File: src/rtl/spi_dac_pkg.sv
// Shared types and word formatting for the spi_dac_stream MCP4922-class DAC driver.
// The optional per-channel gain select is enabled with SPI_DAC_GAIN_SEL_EN (see spi_dac_stream).
package spi_dac_pkg;

   typedef enum logic [2:0] {
      IDLE  = 3'd0,
      SHIFT = 3'd1,
      GAP   = 3'd2,
      LDAC  = 3'd3,
      DONE  = 3'd4
   } state_t;

   localparam int WORD_W     = 16;
   localparam int CFG_AB     = 15;
   localparam int CFG_BUF    = 14;
   localparam int CFG_GA_N   = 13;
   localparam int CFG_SHDN_N = 12;

   // Only the channel parity matters: even channels go to DAC A, odd to DAC B.
   function automatic logic [WORD_W-1:0] build_word(input logic [7:0]  ch,
                                                    input logic [11:0] sample,
                                                    input logic        ga_n);
      logic [WORD_W-1:0] w;
      w             = {4'b0000, sample};
      w[CFG_AB]     = ch[0];
      w[CFG_BUF]    = 1'b0;
      w[CFG_GA_N]   = ga_n;
      w[CFG_SHDN_N] = 1'b1;
      return w;
   endfunction

endpackage

File: src/rtl/spi_dac_clkdiv.sv
// Tick generator for the SPI half-period: one-cycle tick every CLK_DIV clocks.
// A synchronous clear restarts the count so a frame always begins on a full half-period.
module spi_dac_clkdiv #(
   parameter int CLK_DIV = 25
) (
   input  logic clk,
   input  logic clr,
   output logic tick
);

   localparam int CW = (CLK_DIV > 1) ? $clog2(CLK_DIV) : 1;

   logic [CW-1:0] cnt;

   assign tick = (cnt == CW'(CLK_DIV - 1));

   always_ff @(posedge clk) begin
      if (clr || tick) cnt <= '0;
      else             cnt <= cnt + CW'(1);
   end

endmodule

File: src/rtl/spi_dac_stream.sv
// Frame-based SPI master for MCP4922-class dual DACs: one 16-bit word per channel, then one LDAC_n strobe.
// Define SPI_DAC_GAIN_SEL_EN to add the s_gain1x port; otherwise every channel runs at 1x gain.
module spi_dac_stream
   import spi_dac_pkg::*;
#(
   parameter int CLK_DIV = 25,
   parameter int N_CH    = 2,
   parameter int DATA_W  = 12,
   parameter int CS_GAP  = 2
) (
   input  logic                   clk,
   input  logic                   rst,
   input  logic                   s_valid,
   output logic                   s_ready,
   input  logic [N_CH*DATA_W-1:0] s_data,
`ifdef SPI_DAC_GAIN_SEL_EN
   input  logic [N_CH-1:0]        s_gain1x,
`endif
   output logic                   sck,
   output logic                   sdi,
   output logic [N_CH/2-1:0]      cs_n,
   output logic                   ldac_n,
   output logic                   busy,
   output logic                   frame_done
);

   localparam int CH_W = $clog2(N_CH);
   localparam int GW   = (CS_GAP > 1) ? $clog2(CS_GAP) : 1;

   state_t                   state;
   logic                     phase;
   logic [3:0]               bit_cnt;
   logic [GW-1:0]            gap_cnt;
   logic [CH_W-1:0]          ch;
   logic [CH_W-1:0]          nxt_ch;
   logic [WORD_W-1:0]        sr;
   logic [N_CH*DATA_W-1:0]   frame_buf;
   logic [N_CH-1:0]          ga_buf;
   logic [N_CH-1:0]          ga_in;
   logic                     accept;
   logic                     tick;
   logic                     period_end;
   logic                     gap_last;
   logic                     ch_last;
   logic [WORD_W-1:0]        first_word;
   logic [WORD_W-1:0]        next_word;

`ifdef SPI_DAC_GAIN_SEL_EN
   assign ga_in = s_gain1x;
`else
   assign ga_in = '1;
`endif

   // Narrow samples are left-justified into the DAC's 12-bit field.
   function automatic logic [11:0] justify(input logic [DATA_W-1:0] s);
      return 12'(s) << (12 - DATA_W);
   endfunction

   assign s_ready    = !rst && (state == IDLE || state == DONE);
   assign accept     = s_valid && s_ready;
   assign period_end = tick && phase;
   assign gap_last   = (gap_cnt == GW'(CS_GAP - 1));
   assign ch_last    = (ch == CH_W'(N_CH - 1));
   assign nxt_ch     = ch + CH_W'(1);
   assign first_word = build_word(8'd0, justify(s_data[0 +: DATA_W]), ga_in[0]);
   assign next_word  = build_word(8'(nxt_ch), justify(frame_buf[nxt_ch*DATA_W +: DATA_W]),
                                  ga_buf[nxt_ch]);

   spi_dac_clkdiv #(.CLK_DIV(CLK_DIV)) u_clkdiv (
      .clk  (clk),
      .clr  (rst || accept),
      .tick (tick)
   );

   always_ff @(posedge clk) begin
      if (rst) begin
         state   <= IDLE;
         phase   <= 1'b0;
         bit_cnt <= '0;
         gap_cnt <= '0;
         ch      <= '0;
      end else begin
         case (state)
            IDLE, DONE: begin
               if (accept) begin
                  state   <= SHIFT;
                  phase   <= 1'b0;
                  bit_cnt <= '0;
                  ch      <= '0;
               end else begin
                  state <= IDLE;
               end
            end
            SHIFT: begin
               if (tick) phase <= ~phase;
               if (period_end) begin
                  bit_cnt <= bit_cnt + 4'd1;
                  if (bit_cnt == 4'd15) begin
                     state   <= GAP;
                     gap_cnt <= '0;
                  end
               end
            end
            GAP: begin
               if (tick) phase <= ~phase;
               if (period_end) begin
                  if (!gap_last) begin
                     gap_cnt <= gap_cnt + GW'(1);
                  end else if (ch_last) begin
                     state <= LDAC;
                  end else begin
                     ch      <= nxt_ch;
                     bit_cnt <= '0;
                     state   <= SHIFT;
                  end
               end
            end
            LDAC: begin
               if (tick) phase <= ~phase;
               if (period_end) state <= DONE;
            end
            default: state <= IDLE;
         endcase
      end
   end

   // Frame data path carries no reset; sdi is gated by state so it stays low while idle.
   always_ff @(posedge clk) begin
      if (accept) begin
         frame_buf <= s_data;
         ga_buf    <= ga_in;
         sr        <= first_word;
      end else if (state == SHIFT && period_end) begin
         sr <= {sr[WORD_W-2:0], 1'b0};
      end else if (state == GAP && period_end && gap_last && !ch_last) begin
         sr <= next_word;
      end
   end

   assign sck        = (state == SHIFT) && phase;
   assign sdi        = (state == SHIFT) && sr[WORD_W-1];
   assign ldac_n     = (state != LDAC);
   assign busy       = (state == SHIFT) || (state == GAP) || (state == LDAC);
   assign frame_done = (state == DONE);

   always_comb begin
      cs_n = '1;
      for (int k = 0; k < N_CH/2; k++) begin
         if (state == SHIFT && (int'(ch) / 2) == k) cs_n[k] = 1'b0;
      end
   end

endmodule

File: config.mk
export PLATFORM = sky130hd
export DESIGN_NAME = spi_dac_stream
export DESIGN_NICKNAME = d
export VERILOG_FILES = /design/src/rtl/spi_dac_pkg.sv /design/src/rtl/spi_dac_clkdiv.sv /design/src/rtl/spi_dac_stream.sv
export SDC_FILE = /design/constraint.sdc
export NUM_CORES = 1
export LEC_CHECK = 0
export ABC_AREA = 1
export BUFFER_PORTS_ARGS = -buffer_cell sky130_fd_sc_hd__buf_2
export CORE_AREA = 2 2 72 91
export CTS_CLUSTER_SIZE = 12
export DETAILED_ROUTE_END_ITERATION = 8
export DIE_AREA = 0 0 74 93
export PLACE_DENSITY_LB_ADDON = 0.1
export REMOVE_ABC_BUFFERS = 1
export SLEW_MARGIN = 20
export SYNTH_ARGS = -nofsm -noshare
export SYNTH_HDL_FRONTEND = slang
export SYNTH_SLANG_ARGS = --single-unit
File: constraint.sdc
create_clock -name clk -period 1.9 [get_ports clk]
set_input_delay 0.475 -clock clk [delete_from_list [all_inputs] [get_ports clk]]
set_output_delay 0.475 -clock clk [all_outputs]
set_load 0.005 [all_outputs]
# Yosys cells after proc, flatten, opt, wreduce, memory -nomap -nowiden
# Cells that the tools add are included.
# word_totals
ff_bits,55
latchBits,0
mem_bits_rw,0
mem_bits_ro,0
inputBits,27
out_inout_bits,7
wordCells,93
mem_count,0
# classes
addsub,4
multipliers,1
n_div,0
magnitude_cmp,1
eq_ne,15
shifts,1
muxes,31
bitwise_logic,1
reduce_logical,30
# op_table
operator,count
16-bit two-way mux,2
24-bit by 6-bit variable part select with 12-bit output,1
4-bit two-way mux,5
3-bit two-way mux,5
2-bit != test (second input constant),7
1-bit two-way mux,12
12-bit two-way mux,1
3-bit one-hot mux with 4 select lines,1
4-bit one-hot mux with 3 select lines,1
1-bit logical AND,9
4-bit AND reduction,2
2-bit nonzero test,4
3-bit by 2-bit == test with 1-bit output (second input constant),2
1-bit one-hot mux with 2 select lines,3
6-bit AND reduction,1
3-bit nonzero test,2
5-bit by 1-bit adder with 5-bit output (second input constant),1
5-bit == test (second input constant),1
1-bit logical OR,5
5-bit AND reduction,1
4-bit by 1-bit adder with 4-bit output (second input constant),1
4-bit == test (second input constant),1
3-bit by 1-bit == test with 1-bit output (second input constant),1
3-bit == test (second input constant),1
12 further kinds,14

# Longest topological paths before layout
# logic_depth
ltp_word,8
mapped_depth,12
mapped_depth_nobuf,12

# Cells and area by module
# A second synthesis with hierarchy kept.
# hier_totals
cells_unflattened,258
hier_area_um2,2502.4
# modules_own_cells
mod,instances,cells_each,area_per_inst_um2,seq_area_each_um2
spi_dac_stream,1,225,2242.2,1361.3
spi_dac_clkdiv,1,33,260.2,100.1

# Least setup slack after synthesis
# OpenSTA, ideal clock, no wires.
# synth_timing
path_type,flip-flop to flip-flop
startpoint,register u_clkdiv.cnt[0]
endpoint,"register sr[10], data pin"
setup_ps,263
arrival_ps,1248
slack_ps,389
stages_incl_launch_ff,12
period_less_slack_ps,1511
cell_sequence,dfxtp_1 > inv_1 > ha_1 > nand2_1 > inv_2 > nand2_1 > inv_2 > nand2_4 > inv_4 > buf_12 > nand2_2 > a31oi_2
# synth_between
elab_chain_len,5
# synth_rtl
item,line,source
from (decl),spi_dac_clkdiv.sv:13,logic [CW-1:0] cnt;
from (signal assigned),spi_dac_clkdiv.sv:19,else cnt <= cnt + CW'(1);
5-bit == test,spi_dac_clkdiv.sv:15,assign tick = (cnt == CW'(CLK_DIV - 1));
1-bit logical AND,spi_dac_stream.sv:61,assign period_end = tick && phase;
1-bit logical AND,spi_dac_stream.sv:133,end else if (state == SHIFT && period_end) begin
16-bit two-way mux,spi_dac_stream.sv:133,
12-bit two-way mux,spi_dac_stream.sv:129,if (accept) begin
to (signal assigned),spi_dac_stream.sv:132,sr <= first_word;
to (signal assigned),spi_dac_stream.sv:134,"sr <= {sr[WORD_W-2:0], 1'b0};"
to (signal assigned),spi_dac_stream.sv:136,sr <= next_word;
to (decl),spi_dac_stream.sv:36,logic [WORD_W-1:0] sr;
# Every way passes these cells.
# A chain may end at the register's enable or synchronous reset.

# Final worst setup path
# layout_timing
startpoint,register u_clkdiv.cnt[0]
endpoint,"register sr[2], data pin"
# The elaborated chain is that of the path after synthesis.

==> results.rst <==
.. list-table::
   :header-rows: 1

   * - Metric
     - Value
   * - Largest voltage drop on the vdd net
     - 0.521 mV
   * - Iter 0 DRT Violations
     - 47
   * - Synth Area per Inst
     - 9.16 um^2
   * - CTS Hold Buffers Added
     - 0
   * - Number of placement rows
     - 32
   * - Clock transition at the registers of the reported paths
     - 0.10 ns
   * - Cell taking the most area after synthesis
     - sky130_fd_sc_hd__edfxtp_1
   * - TritonCTS clock tree
     - yes
   * - Overall global routing resource usage
     - 0.162
   * - HPWL reported at the end of detailed placement
     - 3.50 mm
   * - Vias in the first global route
     - 1887
   * - Slowest stage delay, CP
     - 0.38 ns
   * - Total via count in the routed design
     - 1918
   * - Start-to-end type of the worst setup path
     - register to register
   * - Primary flip-flop cell chosen by synthesis mapping
     - sky130_fd_sc_hd__edfxtp_1
   * - Clk Latency, worst-skew pair
     - 0.30 ns
   * - Clock power share
     - 0.192
   * - Root cell of the clock tree
     - sky130_fd_sc_hd__clkbuf_8
   * - Power spent charging and discharging nets
     - 0.00103 W
   * - Power after layout
     - 0.00319 W
   * - Min cycle time layout
     - 1.70 ns
   * - Share of synthesized flip-flops with an asynchronous set or reset
     - 0
   * - Internal power consumption
     - 0.00216 W
   * - Required time of the worst setup path
     - 1.94 ns
   * - Horizontal extent of the die
     - 74 um
   * - Synthesized netlist cell count
     - 286
   * - Number of buffers created by CTS
     - 5
   * - Share of the synthesized area in the top cell type
     - 0.413
   * - Switch share
     - 0.322
   * - Number of search-and-repair iterations in the first detailed-routing pass
     - 4
   * - Initial standard-cell utilization of the core
     - 0.433
   * - Data arrival, critical path
     - 1.74 ns
   * - Cell area after synthesis
     - 0.00262 mm^2
   * - Sequential group share of total power
     - 0.544
   * - Post-CTS Setup Repair Bufs
     - 0
   * - Post-Route Setup TNS
     - 0 ns
   * - Sequential area share after synthesis
     - 0.558
   * - Final ANT Viol Nets
     - 0
   * - Syn. warnings
     - 0
   * - Placeable core region
     - 0.00605 mm^2
   * - Number of failing hold endpoints at the final stage
     - 0
   * - Worst slew slack as a fraction of its limit
     - 0.666
   * - Routed length per placed instance
     - 12.0 um
   * - RSZ-0062 raised after global routing
     - false
   * - Number of antenna violations at the first check in global routing
     - 0
   * - Vertical die dimension
     - 93 um
   * - Count of boundary I/O pins
     - 34
   * - Maximum clock rate
     - 589 MHz
   * - Die area
     - 0.00688 mm^2
   * - Slowest library cell on the worst path
     - sky130_fd_sc_hd__dfxtp_1
   * - Pin count of the biggest net entering global routing
     - 23
   * - PD cells
     - 1070 mW/mm^2
   * - Count of endpoints failing setup in the final report
     - 0
   * - Run status
     - completed
   * - GPL Wtd Cong
     - 0.797
   * - Count of buffers inserted at the top-level ports
     - 33
   * - Pins over their slew limit
     - 0
   * - DRC violations left
     - 0
   * - Min-Delay Path Class
     - input port to register
   * - Number of enable flip-flop cells after synthesis
     - 36
   * - CP Max Fanout
     - 15
   * - Measured slew at the worst slew-check pin
     - 0.500 ns
   * - Largest buffer count on any clock path
     - 2
   * - Dominant cell type by count on the critical path
     - sky130_fd_sc_hd__nand2_1
   * - Number of maximum-capacitance violations
     - 0
   * - Most instantiated cells after synthesis
     - sky130_fd_sc_hd__nand2_1 (85), sky130_fd_sc_hd__nor2_1 (39), sky130_fd_sc_hd__edfxtp_1 (36)
   * - Number of antenna repair diodes
     - 0
   * - Top-count cell post-synth
     - sky130_fd_sc_hd__nand2_1
   * - Proportion of power drawn by combinational gates
     - 0.263
   * - Num Clock Sinks
     - 55
   * - Cell-by-cell trace of the critical path
     - inv_1 > ha_1 > nand2_1 > inv_2 > nand2_1 > inv_2 > nand2_4 > inv_4 > nand2_1 > a31oi_1
   * - Gates resized, CTS repair
     - 0
   * - Static power due to leakage
     - 1.28 nW
   * - Sort of element at the end of the critical path
     - register
   * - Unique masters post-synth
     - 36
   * - Final setup skew
     - 0.0116 ns
   * - Launching element type of the critical path
     - register
   * - Net count, final
     - 355
   * - Overflow left after global routing
     - 0
   * - Post-Route WL
     - 4.95 mm
   * - First-pass GRT wire length
     - 8.49 mm
   * - Top area cells in the synthesized netlist
     - sky130_fd_sc_hd__edfxtp_1 (41%), sky130_fd_sc_hd__dfxtp_1 (15%), sky130_fd_sc_hd__nand2_1 (12%), sky130_fd_sc_hd__nor2_1 (5.6%), sky130_fd_sc_hd__a31oi_2 (3.8%)
   * - Post-detailed-route via-to-cell ratio
     - 4.67
   * - Share of the clock period used by the worst path after layout
     - 0.894
   * - Fraction of final layout cells sized beyond drive strength 1
     - 0.252
   * - Area Growth Syn to Fin
     - 13.7%
   * - Number of levels in the clock H-tree
     - 2
   * - Synthesis-stage register bit count
     - 55
power by group through the flow:
| stage | clock network (W) | registers (W) | logic, W |
|---|---|---|---|
| 5_1_grt | 0.000675 | 0.00177 | 0.000988 |
| 3_3_place_gp | 0 | 0.00176 | 0.000842 |
| 2_1_floorplan | 0 | 0.00173 | 0.000636 |
| 4_1_cts | 0.000642 | 0.00174 | 0.000859 |
| 3_5_place_dp | 0 | 0.00176 | 0.000855 |
| 6_report | 0.000613 | 0.00174 | 0.000839 |
state kept, by name (all words and copies together) (netlist names):
| name | count |
|---|---|
| sr | 16 |
| u_clkdiv.cnt | 5 |
| frame_buf | 24 |
| gap_cnt | 1 |
| state | 3 |
| ch | 1 |
| phase | 1 |
| bit_cnt | 4 |
area by class of cell:
class / instances / area [um^2]
clock buffers: 8 / 80.1
fillers: 583 / 3070
inverters: 31 / 119
multi-input cells: 193 / 988
flip-flops and latches: 55 / 1460
well taps: 85 / 106
repair buffers: 39 / 223
cells in the final DEF (no fill, tap or decap):
| cell | synthesis | routed |
|---|---|---|
| sky130_fd_sc_hd__a211oi_1 | 1 | 1 |
| sky130_fd_sc_hd__a21oi_1 | 5 | 5 |
| sky130_fd_sc_hd__a22oi_1 | 1 | 1 |
| sky130_fd_sc_hd__a31oi_1 | 3 | 3 |
| sky130_fd_sc_hd__a31oi_2 | 8 | 8 |
| sky130_fd_sc_hd__buf_12 | 1 | 1 |
| sky130_fd_sc_hd__buf_2 | 3 | 33 |
| sky130_fd_sc_hd__buf_4 | 1 | 5 |
| sky130_fd_sc_hd__clkbuf_1 | 2 | 3 |
| sky130_fd_sc_hd__clkbuf_8 | 0 | 5 |
| sky130_fd_sc_hd__clkinv_1 | 1 | 1 |
| sky130_fd_sc_hd__dfxtp_1 | 19 | 19 |
| sky130_fd_sc_hd__edfxtp_1 | 36 | 36 |
| sky130_fd_sc_hd__ha_1 | 3 | 3 |
| sky130_fd_sc_hd__inv_1 | 19 | 19 |
| sky130_fd_sc_hd__inv_2 | 10 | 10 |
| sky130_fd_sc_hd__inv_4 | 1 | 1 |
| sky130_fd_sc_hd__mux2i_1 | 1 | 1 |
| sky130_fd_sc_hd__nand2_1 | 85 | 85 |
| sky130_fd_sc_hd__nand2_2 | 8 | 8 |
| sky130_fd_sc_hd__nand2_4 | 2 | 2 |
| sky130_fd_sc_hd__nand3_1 | 15 | 15 |
| sky130_fd_sc_hd__nand3_2 | 1 | 1 |
| sky130_fd_sc_hd__nand3_4 | 1 | 1 |
| sky130_fd_sc_hd__nand4_1 | 2 | 2 |
| sky130_fd_sc_hd__nor2_1 | 39 | 39 |
| sky130_fd_sc_hd__nor2_2 | 2 | 2 |
| sky130_fd_sc_hd__nor2_4 | 2 | 2 |
| sky130_fd_sc_hd__nor3_1 | 2 | 2 |
| sky130_fd_sc_hd__nor3_2 | 1 | 1 |
| sky130_fd_sc_hd__o211ai_1 | 1 | 1 |
| sky130_fd_sc_hd__o21ai_0 | 1 | 1 |
| sky130_fd_sc_hd__o21ai_1 | 2 | 2 |
| sky130_fd_sc_hd__o31ai_1 | 2 | 2 |
| sky130_fd_sc_hd__or2_1 | 1 | 1 |
| sky130_fd_sc_hd__or2_2 | 2 | 2 |
| sky130_fd_sc_hd__xor2_1 | 2 | 2 |
worst max-delay path, delay by kind of cell, from the launching register on:
kind / cells / cell delay, ns
AO/OA/AOI/OAI: 1 / 0.08
adder cells (fa/ha/maj): 1 / 0.19
buffers and inverters: 4 / 0.30
flip-flops: 1 / 0.38
AND/OR/NAND/NOR: 4 / 0.49
per-stage QoR:
step	area, um^2	hold slack [ns]	cells	setup slack (ns)	utilization
2_1_floorplan	2570	0.430	279	0.278	-
3_3_place_gp	2900	0.446	403	0.171	0.479
3_5_place_dp	2900	0.450	403	0.138	0.479
4_1_cts	2980	0.332	411	0.185	0.493
5_1_grt	2980	0.321	411	0.0339	0.493
6_report	2980	0.343	411	0.202	0.493
worst paths after layout:
kind / end / depth (start not counted) / slack, ns / start
setup / recovery: sr[2]$_DFFE_PP_ / 10 / 0.20 / u_clkdiv.cnt[0]$_SDFF_PP0_
hold / removal: frame_buf[23]$_DFFE_PP_ / 1 / 0.34 / s_data[23]
setup reg to reg: sr[2]$_DFFE_PP_ / 10 / 0.20 / u_clkdiv.cnt[0]$_SDFF_PP0_
hold reg to reg: sr[14]$_SDFFE_PP0P_ / 2 / 0.46 / sr[14]$_SDFFE_PP0P_
cell families (layout without fill, tap and decap cells):
logic type | after synthesis | count (layout) | share of synthesized area
AO/OA/AOI/OAI | 24 | 24 | 0.0750
XOR/XNOR | 2 | 2 | 0.00669
adder cells (fa/ha/maj) | 3 | 3 | 0.0143
buffers and inverters | 38 | 78 | 0.0645
flip-flops | 55 | 55 | 0.558
multiplexers | 1 | 1 | 0.00382
AND/OR/NAND/NOR | 163 | 163 | 0.278
metal layers:
layer | vias to the layer above | GRT usage | routed length, um
met5 | - | 0 | 0
met4 | 0 | 0.0667 | 97
met3 | 8 | 0.0280 | 157
met2 | 41 | 0.279 | 2470
met1 | 859 | 0.197 | 2220
li1 | 1010 | - | -
(Power assumes the default switching activity.)
